[src/rtl/cpu_pkg.sv]
// Shared types for the SLURM32 issue controller: register-select width,
// controller state encoding and the registered issue-slot layout.
package cpu_pkg;

  localparam int REG_BITS = 8;

  typedef enum logic [1:0] {
    RUN   = 2'd0,
    STALL = 2'd1,
    FLUSH = 2'd2
  } state_t;

  typedef struct packed {
    logic [REG_BITS-1:0] regA;
    logic [REG_BITS-1:0] regB;
    logic [REG_BITS-1:0] wr_sel;
    logic                wr_en;
  } issue_slot_t;

endpackage

[src/rtl/cpu_scoreboard.sv]
// Pending-write scoreboard: one bit per register (r0 hardwired clear),
// RAW checks on two sources plus a WAW check on the destination, and a
// count of writes that have issued but not yet written back.
// With HAZARD_WB_BYPASS_EN defined, a bit being cleared by writeback this
// cycle is not reported as a hazard.
module cpu_scoreboard
  import cpu_pkg::*;
#(
  parameter int MAX_INFLIGHT = 4,
  parameter int CNT_BITS     = $clog2(MAX_INFLIGHT + 1)
) (
  input  logic                CLK,
  input  logic                RST,
  input  logic                clr_all,
  input  logic                set_en,
  input  logic [REG_BITS-1:0] set_sel,
  input  logic                clr_en,
  input  logic [REG_BITS-1:0] clr_sel,
  input  logic [REG_BITS-1:0] rd_a_sel,
  input  logic                rd_a_use,
  input  logic [REG_BITS-1:0] rd_b_sel,
  input  logic                rd_b_use,
  input  logic [REG_BITS-1:0] chk_w_sel,
  input  logic                chk_w_use,
  output logic                hazard,
  output logic                clr_hit,
  output logic [CNT_BITS-1:0] inflight
);

  localparam int NREG = 1 << REG_BITS;

  logic [NREG-1:0]     sb_reg;
  logic [NREG-1:0]     sb_next;
  logic [CNT_BITS-1:0] inflight_reg;
  logic [CNT_BITS-1:0] inflight_next;
  logic                set_bit;
  logic                clr_bit;
  logic                byp_a;
  logic                byp_b;
  logic                byp_w;
  logic                hit_a;
  logic                hit_b;
  logic                hit_w;

  // Writes to r0 are never tracked; clears only act on a pending bit.
  assign set_bit = set_en && (set_sel != '0);
  assign clr_hit = (clr_sel != '0) && sb_reg[clr_sel];
  assign clr_bit = clr_en && clr_hit;

  // Per-bit next value: flush clears all, a new set beats a same-cycle clear.
  generate
    for (genvar gi = 0; gi < NREG; gi++) begin : g_bit
      if (gi == 0) begin : g_zero
        assign sb_next[gi] = 1'b0;
      end else begin : g_live
        assign sb_next[gi] = clr_all ? 1'b0 :
                             (set_bit && (set_sel == REG_BITS'(gi))) ? 1'b1 :
                             (clr_bit && (clr_sel == REG_BITS'(gi))) ? 1'b0 :
                             sb_reg[gi];
      end
    end
  endgenerate

`ifdef HAZARD_WB_BYPASS_EN
  assign byp_a = clr_bit && (clr_sel == rd_a_sel);
  assign byp_b = clr_bit && (clr_sel == rd_b_sel);
  assign byp_w = clr_bit && (clr_sel == chk_w_sel);
`else
  assign byp_a = 1'b0;
  assign byp_b = 1'b0;
  assign byp_w = 1'b0;
`endif

  assign hit_a  = rd_a_use  && (rd_a_sel  != '0) && sb_reg[rd_a_sel]  && !byp_a;
  assign hit_b  = rd_b_use  && (rd_b_sel  != '0) && sb_reg[rd_b_sel]  && !byp_b;
  assign hit_w  = chk_w_use && (chk_w_sel != '0) && sb_reg[chk_w_sel] && !byp_w;
  assign hazard = hit_a || hit_b || hit_w;

  // Outstanding-write count: a set and a clear in one cycle cancel out.
  always_comb begin
    inflight_next = inflight_reg;
    if (clr_all) begin
      inflight_next = '0;
    end else if (set_bit && !clr_bit) begin
      inflight_next = inflight_reg + CNT_BITS'(1);
    end else if (!set_bit && clr_bit) begin
      inflight_next = inflight_reg - CNT_BITS'(1);
    end
  end

  // Scoreboard and counter registers.
  always_ff @(posedge CLK or posedge RST) begin
    if (RST) begin
      sb_reg       <= '0;
      inflight_reg <= '0;
    end else begin
      sb_reg       <= sb_next;
      inflight_reg <= inflight_next;
    end
  end

  assign inflight = inflight_reg;

endmodule

[src/rtl/cpu_hazard_ctrl.sv]
// Issue controller between decode and execute. Accepts decoded instructions
// into a single registered issue slot, stalls decode on RAW/WAW hazards or
// when too many writes are outstanding, and squashes state on flush.
// Optional macro: HAZARD_WB_BYPASS_EN lets a dependent instruction issue in
// the same cycle its source/destination is written back.
module cpu_hazard_ctrl
  import cpu_pkg::*;
#(
  parameter int MAX_INFLIGHT = 4,
  parameter int FLUSH_CYCLES = 2
) (
  input  logic                CLK,
  input  logic                RST,
  input  logic                dec_valid,
  output logic                dec_ready,
  input  logic [REG_BITS-1:0] dec_regA_sel,
  input  logic [REG_BITS-1:0] dec_regB_sel,
  input  logic                dec_useA,
  input  logic                dec_useB,
  input  logic                dec_wr_en,
  input  logic [REG_BITS-1:0] dec_wr_sel,
  output logic                issue_valid,
  output logic [REG_BITS-1:0] issue_regA_sel,
  output logic [REG_BITS-1:0] issue_regB_sel,
  output logic [REG_BITS-1:0] issue_wr_sel,
  output logic                issue_wr_en,
  input  logic                ex_stall,
  input  logic                wb_valid,
  input  logic [REG_BITS-1:0] wb_sel,
  input  logic                flush,
  output logic [15:0]         stall_count,
  output logic                wb_err
);

  localparam int CNT_BITS = $clog2(MAX_INFLIGHT + 1);

  state_t              state_reg;
  state_t              state_next;
  logic [3:0]          flush_cnt_reg;
  logic [3:0]          flush_cnt_next;
  issue_slot_t         issue_reg;
  logic                issue_valid_reg;
  logic [15:0]         stall_count_reg;
  logic                wb_err_reg;
  logic                hazard;
  logic                wb_hit;
  logic [CNT_BITS-1:0] inflight;
  logic                wb_live;
  logic                wb_ok;
  logic                full;
  logic                slot_free;
  logic                accept;

  // Writeback is ignored while flushing or on the flush cycle itself.
  assign wb_live   = !flush && (state_reg != FLUSH);
  assign wb_ok     = wb_valid && wb_live && wb_hit;
  assign full      = (inflight == CNT_BITS'(MAX_INFLIGHT)) && dec_wr_en;
  assign slot_free = !issue_valid_reg || !ex_stall;
  assign dec_ready = (state_reg != FLUSH) && !hazard && !full && slot_free && !flush;
  assign accept    = dec_valid && dec_ready;

  cpu_scoreboard #(
    .MAX_INFLIGHT (MAX_INFLIGHT),
    .CNT_BITS     (CNT_BITS)
  ) u_sb (
    .CLK       (CLK),
    .RST       (RST),
    .clr_all   (flush),
    .set_en    (accept && dec_wr_en),
    .set_sel   (dec_wr_sel),
    .clr_en    (wb_ok),
    .clr_sel   (wb_sel),
    .rd_a_sel  (dec_regA_sel),
    .rd_a_use  (dec_useA),
    .rd_b_sel  (dec_regB_sel),
    .rd_b_use  (dec_useB),
    .chk_w_sel (dec_wr_sel),
    .chk_w_use (dec_wr_en),
    .hazard    (hazard),
    .clr_hit   (wb_hit),
    .inflight  (inflight)
  );

  // Next-state logic; flush overrides everything and reloads the counter.
  always_comb begin
    state_next     = state_reg;
    flush_cnt_next = flush_cnt_reg;
    if (flush) begin
      state_next     = FLUSH;
      flush_cnt_next = 4'(FLUSH_CYCLES - 1);
    end else begin
      case (state_reg)
        RUN: begin
          if (dec_valid && !dec_ready) state_next = STALL;
        end
        STALL: begin
          if (accept || !dec_valid) state_next = RUN;
        end
        FLUSH: begin
          if (flush_cnt_reg == 4'd0) state_next = RUN;
          else flush_cnt_next = flush_cnt_reg - 4'd1;
        end
        default: state_next = RUN;
      endcase
    end
  end

  // State and flush-counter registers.
  always_ff @(posedge CLK or posedge RST) begin
    if (RST) begin
      state_reg     <= RUN;
      flush_cnt_reg <= 4'd0;
    end else begin
      state_reg     <= state_next;
      flush_cnt_reg <= flush_cnt_next;
    end
  end

  // Issue slot: load on accept, hold while execute stalls, empty when consumed.
  always_ff @(posedge CLK or posedge RST) begin
    if (RST) begin
      issue_reg       <= '0;
      issue_valid_reg <= 1'b0;
    end else if (flush) begin
      issue_valid_reg <= 1'b0;
    end else if (accept) begin
      issue_reg.regA   <= dec_regA_sel;
      issue_reg.regB   <= dec_regB_sel;
      issue_reg.wr_sel <= dec_wr_sel;
      issue_reg.wr_en  <= dec_wr_en;
      issue_valid_reg  <= 1'b1;
    end else if (issue_valid_reg && !ex_stall) begin
      issue_valid_reg <= 1'b0;
    end
  end

  // Saturating count of cycles spent in STALL.
  always_ff @(posedge CLK or posedge RST) begin
    if (RST) begin
      stall_count_reg <= 16'd0;
    end else if ((state_reg == STALL) && (stall_count_reg != 16'hFFFF)) begin
      stall_count_reg <= stall_count_reg + 16'd1;
    end
  end

  // Sticky error for a writeback to a register that was not pending.
  always_ff @(posedge CLK or posedge RST) begin
    if (RST) begin
      wb_err_reg <= 1'b0;
    end else if (wb_valid && wb_live && !wb_hit) begin
      wb_err_reg <= 1'b1;
    end
  end

  assign issue_valid    = issue_valid_reg;
  assign issue_regA_sel = issue_reg.regA;
  assign issue_regB_sel = issue_reg.regB;
  assign issue_wr_sel   = issue_reg.wr_sel;
  assign issue_wr_en    = issue_reg.wr_en;
  assign stall_count    = stall_count_reg;
  assign wb_err         = wb_err_reg;

endmodule

[config.mk]
export PLATFORM = sky130hd
export DESIGN_NAME = cpu_hazard_ctrl
export DESIGN_NICKNAME = d
export VERILOG_FILES = /design/src/rtl/cpu_pkg.sv /design/src/rtl/cpu_scoreboard.sv /design/src/rtl/cpu_hazard_ctrl.sv
export SDC_FILE = /design/constraint.sdc
export NUM_CORES = 1
export LEC_CHECK = 0
export BUFFER_PORTS_ARGS = -buffer_cell sky130_fd_sc_hd__buf_2
export CAP_MARGIN = 10
export CELL_PAD_IN_SITES_DETAIL_PLACEMENT = 2
export CELL_PAD_IN_SITES_GLOBAL_PLACEMENT = 2
export CORE_ASPECT_RATIO = 0.75
export CORE_UTILIZATION = 30
export DETAILED_ROUTE_END_ITERATION = 7
export PLACE_DENSITY = 0.67
export SYNTH_ARGS = -nofsm -noshare
export SYNTH_HDL_FRONTEND = slang
export SYNTH_HIERARCHICAL = 1
export SYNTH_SLANG_ARGS = --single-unit
export TNS_END_PERCENT = 1
[constraint.sdc]
create_clock -name CLK -period 19.7 [get_ports CLK]
set_input_delay 3.94 -clock CLK [delete_from_list [all_inputs] [get_ports CLK]]
set_output_delay 3.94 -clock CLK [all_outputs]
set_load 0.02 [all_outputs]
==> impl.org <==
** Outcome
- The run finished with clean final reports.

** STA
- Hold Slack :: 0.473 ns
- Remaining max-slew budget at the tightest pin :: 8.87%
- At the pin with the least slew margin, the transition time is 1.37 ns.
- Final setup violating endpoints :: 0
- Fin Setup TNS :: 0 ns
- The total count of max-transition violations in the final report is 0.
- Setup repair after global routing left no endpoint under its margin.
- Worst-case clock skew :: 0.0262 ns
- The worst path in the final design needs a cycle of 12.88 ns, including I/O delays and setup.
- Once routing completed, OpenROAD measured the worst setup slack at 6.82 ns.
- The final critical path takes up 65.4% of the cycle.
- The final-report hold violation count is 0.
- Highest attainable clock frequency :: 0.0777 GHz

** GRT
- The total overflow left after global routing is 0.
- For this run, the total global-route usage over all layers was measured as 28.0%.
- The first global-routing pass estimated 163000 um of wire.
- Number of antenna violations at the first check in global routing :: 1
- The via count of the first global-routing pass was 22100.
- Entering global routing, the biggest net connects 169 pins.

** Cells and area
- The register with the most flip-flops in the layout has 255 of them.
- For this run, the number of standard cells in the final layout without fillers is 3097.
- Area added between synthesis and finish :: 11.9%
- Area of combinational cells with multiple inputs :: 14700 um^2
- Number of fillers in the final layout :: 8030
- Summing all flip-flop and latch instances after layout gives 7680 um^2.
- Finished Core Util :: 34.1%
- In the final layout, the share of cells above drive strength 1 is 32.2%.
- In the final design database the tool counted 2078 nets.
- Area of all placed cells without fillers :: 26300 um^2

** Yosys
- Post-synth EDFFs :: 0
- Synthesis inferred 307 register bits.
- Sorting the synthesized cells by area gives the leading types as sky130_fd_sc_hd__dfrtp_1, sky130_fd_sc_hd__mux4_2, sky130_fd_sc_hd__a311oi_1, sky130_fd_sc_hd__a21oi_1, sky130_fd_sc_hd__nand2_1.
- During synthesis, Yosys emitted a total of 6 warnings.
- In the synthesized netlist the async set-or-reset flop fraction comes to 100%.
- In the synthesized netlist the dominant register cell turns out to be sky130_fd_sc_hd__dfrtp_1.
- Sequential element share of the synthesized area :: 32.7%
- In this run, distinct cell masters in the synthesized netlist total 67.
- List of most frequent post-synthesis cells :: sky130_fd_sc_hd__dfrtp_1, sky130_fd_sc_hd__nand2_1, sky130_fd_sc_hd__mux4_2
- Cell with the most instances after synthesis :: sky130_fd_sc_hd__dfrtp_1
- In the synthesized netlist, the number of instances is 2077.
- Library cell with the largest summed area after synthesis :: sky130_fd_sc_hd__dfrtp_1
- Net count after synthesis :: 2122
- In this run the mean area of a mapped cell was 11.3 um^2.
- Area share of the largest cell type after synthesis :: 32.7%
- Summing every instance area after synthesis gives 23500 um^2.

** Placed design
- Worst slack at placement :: 6.78 ns
- Cell count after placement :: 3021
- In this run the cell area measured after placement is 24800 um^2.
- The count of buffers added on input and output ports is 84.
- At the end of routability-driven placement, the weighted congestion stood at 0.902.
- DPL Wire Length :: 73200 um

** Pwr
- Total power for the finished layout comes to 1.80 mW.
- IR analysis of the VDD net gives a maximum drop of 0.0000525 V.
- Cell leakage power :: 9.24 nW
- Total power density per cell area :: 68.4 nW/um^2

** Worst setup path
- The worst setup path is launched from an input pin.
- The worst setup path is of the input pin to output port kind.
- STA classifies the critical path endpoint as an output port.
- CP Data Arrival Time :: 8.94 ns
- Of all nets on the critical path, the largest fanout is 36.
- CP required :: 15.76 ns

** Clock tree
- Once the clock tree was built, the resizer swapped 0 gates to a different size.
- At the later pin of the worst-skew pair, clock insertion delay measures 0.60 ns.
- H-tree levels :: 2
- Post-CTS setup buffer count :: 0
- Clock tree from TritonCTS :: built
- The clock net in this run drives a total of 307 sinks.
- Root buffer cell :: sky130_fd_sc_hd__clkbuf_16
- In this run, CTS created clock tree buffers numbering 37.
- Maximum count of clock buffers along a single path :: 3
- Post-CTS clock slew at the launch and capture registers of the worst setup and hold paths :: 0.06 ns
- Hold repair after CTS inserted 0 buffers.

** Floorplanning
- Height of the chip :: 244 um
- Total Die Area :: 79400 um^2
- From left edge to right edge, the die measures 325 um.
- Standard cell core area :: 77200 um^2
- Number of placement rows :: 88
- The initial utilization of the core area, before any placement, comes to 30.4%.
- Top Ports :: 85

** Route
- The first routing iteration left 3150 violations.
- Final antenna-violating net count :: 0
- In the routed design, unresolved DRC markers number 0.
- The first TritonRoute pass finished after 5 iterations.
- Dividing the detail-routed via count by the number of cells gives 7.00.
- Routed wire length :: 113000 um
- Total via count in the routed design :: 21700
- Mean routed wirelength per cell :: 36.4 um

** Flow run
- Total of max-cap violations :: 0

** Hold path
- Path type of the worst min-delay path :: flip-flop to flip-flop
## metal layers
layer | wire (um) | GRT usage (%)
met5 | 13 | 0.181
met4 | 3700 | 9.25
met1 | 46700 | 39.8
met3 | 14100 | 8.26
met2 | 48300 | 40.4
## cells by family (layout without fill, tap and decap cells)
| logic type | after synthesis | count (layout) | synth area share, % |
|---|---|---|---|
| adders and majority gates | 4 | 4 | 0.245 |
| other | 0 | 1 | 0 |
| AOI/OAI and AO/OA | 600 | 600 | 18.7 |
| xor gates and xnor gates | 17 | 17 | 0.692 |
| DFF | 307 | 307 | 32.7 |
| and+or+nand+nor | 524 | 524 | 11.1 |
| muxes | 353 | 353 | 31.1 |
| buffers and inverters | 272 | 256 | 5.47 |
## critical path, stage by stage
cell and delay [ns]:
sky130_fd_sc_hd__buf_4 0.53, sky130_fd_sc_hd__buf_4 0.71, sky130_fd_sc_hd__mux4_2 0.59, sky130_fd_sc_hd__mux4_2 0.50, sky130_fd_sc_hd__nand2_1 0.09, sky130_fd_sc_hd__nand2_1 0.06
sky130_fd_sc_hd__a221oi_1 0.38, sky130_fd_sc_hd__a21oi_1 0.11, sky130_fd_sc_hd__o311ai_0 0.54, sky130_fd_sc_hd__o311ai_1 0.48, sky130_fd_sc_hd__a21oi_1 0.26, sky130_fd_sc_hd__nor4b_4 0.38
sky130_fd_sc_hd__buf_2 0.24
## final cells by class
type	count	share of cell area, %
Clock buffer	51	4.23
Multi-Input combinational cell	1498	55.9
Antenna cell	1	0.00952
Tap cell	1035	4.93
Clock inverter	16	1.01
Sequential cell	307	29.2
Inverter	15	0.243
Timing Repair Buffer	174	4.48
## final timing paths
check | slack (ns) | to | start | cells past startpoint
max in group asynchronous | 14.17 | u_sb/sb_reg[243]$_DFFE_PP0P_ | RST | 4
hold / removal | 0.47 | wb_err$_DFFE_PP0P_ | wb_err$_DFFE_PP0P_ | 1
setup / recovery | 6.82 | dec_ready | dec_regB_sel[0] | 13
setup reg to reg | 12.20 | u_sb/sb_reg[125]$_DFFE_PP0P_ | u_sb/sb_reg[78]$_DFFE_PP0P_ | 16
min in group asynchronous | 3.54 | u_sb/sb_reg[70]$_DFFE_PP0P_ | RST | 2
hold reg to reg | 0.47 | wb_err$_DFFE_PP0P_ | wb_err$_DFFE_PP0P_ | 1
## power by group
part | switching (mW) | internal, mW | leakage, nW
Sequential | 0.0247 | 0.663 | 4.23
Clock | 0.316 | 0.487 | 0.680
Combinational | 0.203 | 0.105 | 4.33
Total | 0.544 | 1.25 | 9.24
## layout by cell type (no fill, tap or decap), types with 13 or more instances in the layout
| master | count |
|---|---|
| sky130_fd_sc_hd__nor3_2 | 22 |
| sky130_fd_sc_hd__a311oi_1 | 219 |
| sky130_fd_sc_hd__a22oi_1 | 24 |
| sky130_fd_sc_hd__dfrtp_1 | 307 |
| sky130_fd_sc_hd__inv_1 | 13 |
| sky130_fd_sc_hd__mux4_2 | 290 |
| sky130_fd_sc_hd__clkbuf_16 | 39 |
| sky130_fd_sc_hd__buf_2 | 75 |
| sky130_fd_sc_hd__nand2b_1 | 18 |
| sky130_fd_sc_hd__nor2_1 | 45 |
| sky130_fd_sc_hd__a21oi_1 | 262 |
| sky130_fd_sc_hd__mux2_4 | 18 |
| sky130_fd_sc_hd__o21ai_0 | 16 |
| sky130_fd_sc_hd__buf_4 | 89 |
| sky130_fd_sc_hd__nor3_1 | 17 |
| sky130_fd_sc_hd__and3_1 | 17 |
| sky130_fd_sc_hd__nand2_1 | 295 |
| sky130_fd_sc_hd__nand3_1 | 20 |
| sky130_fd_sc_hd__mux2_2 | 13 |
| sky130_fd_sc_hd__a311oi_2 | 39 |
| sky130_fd_sc_hd__mux2i_1 | 29 |
Note: power is estimated with default switching activity, not from simulation.
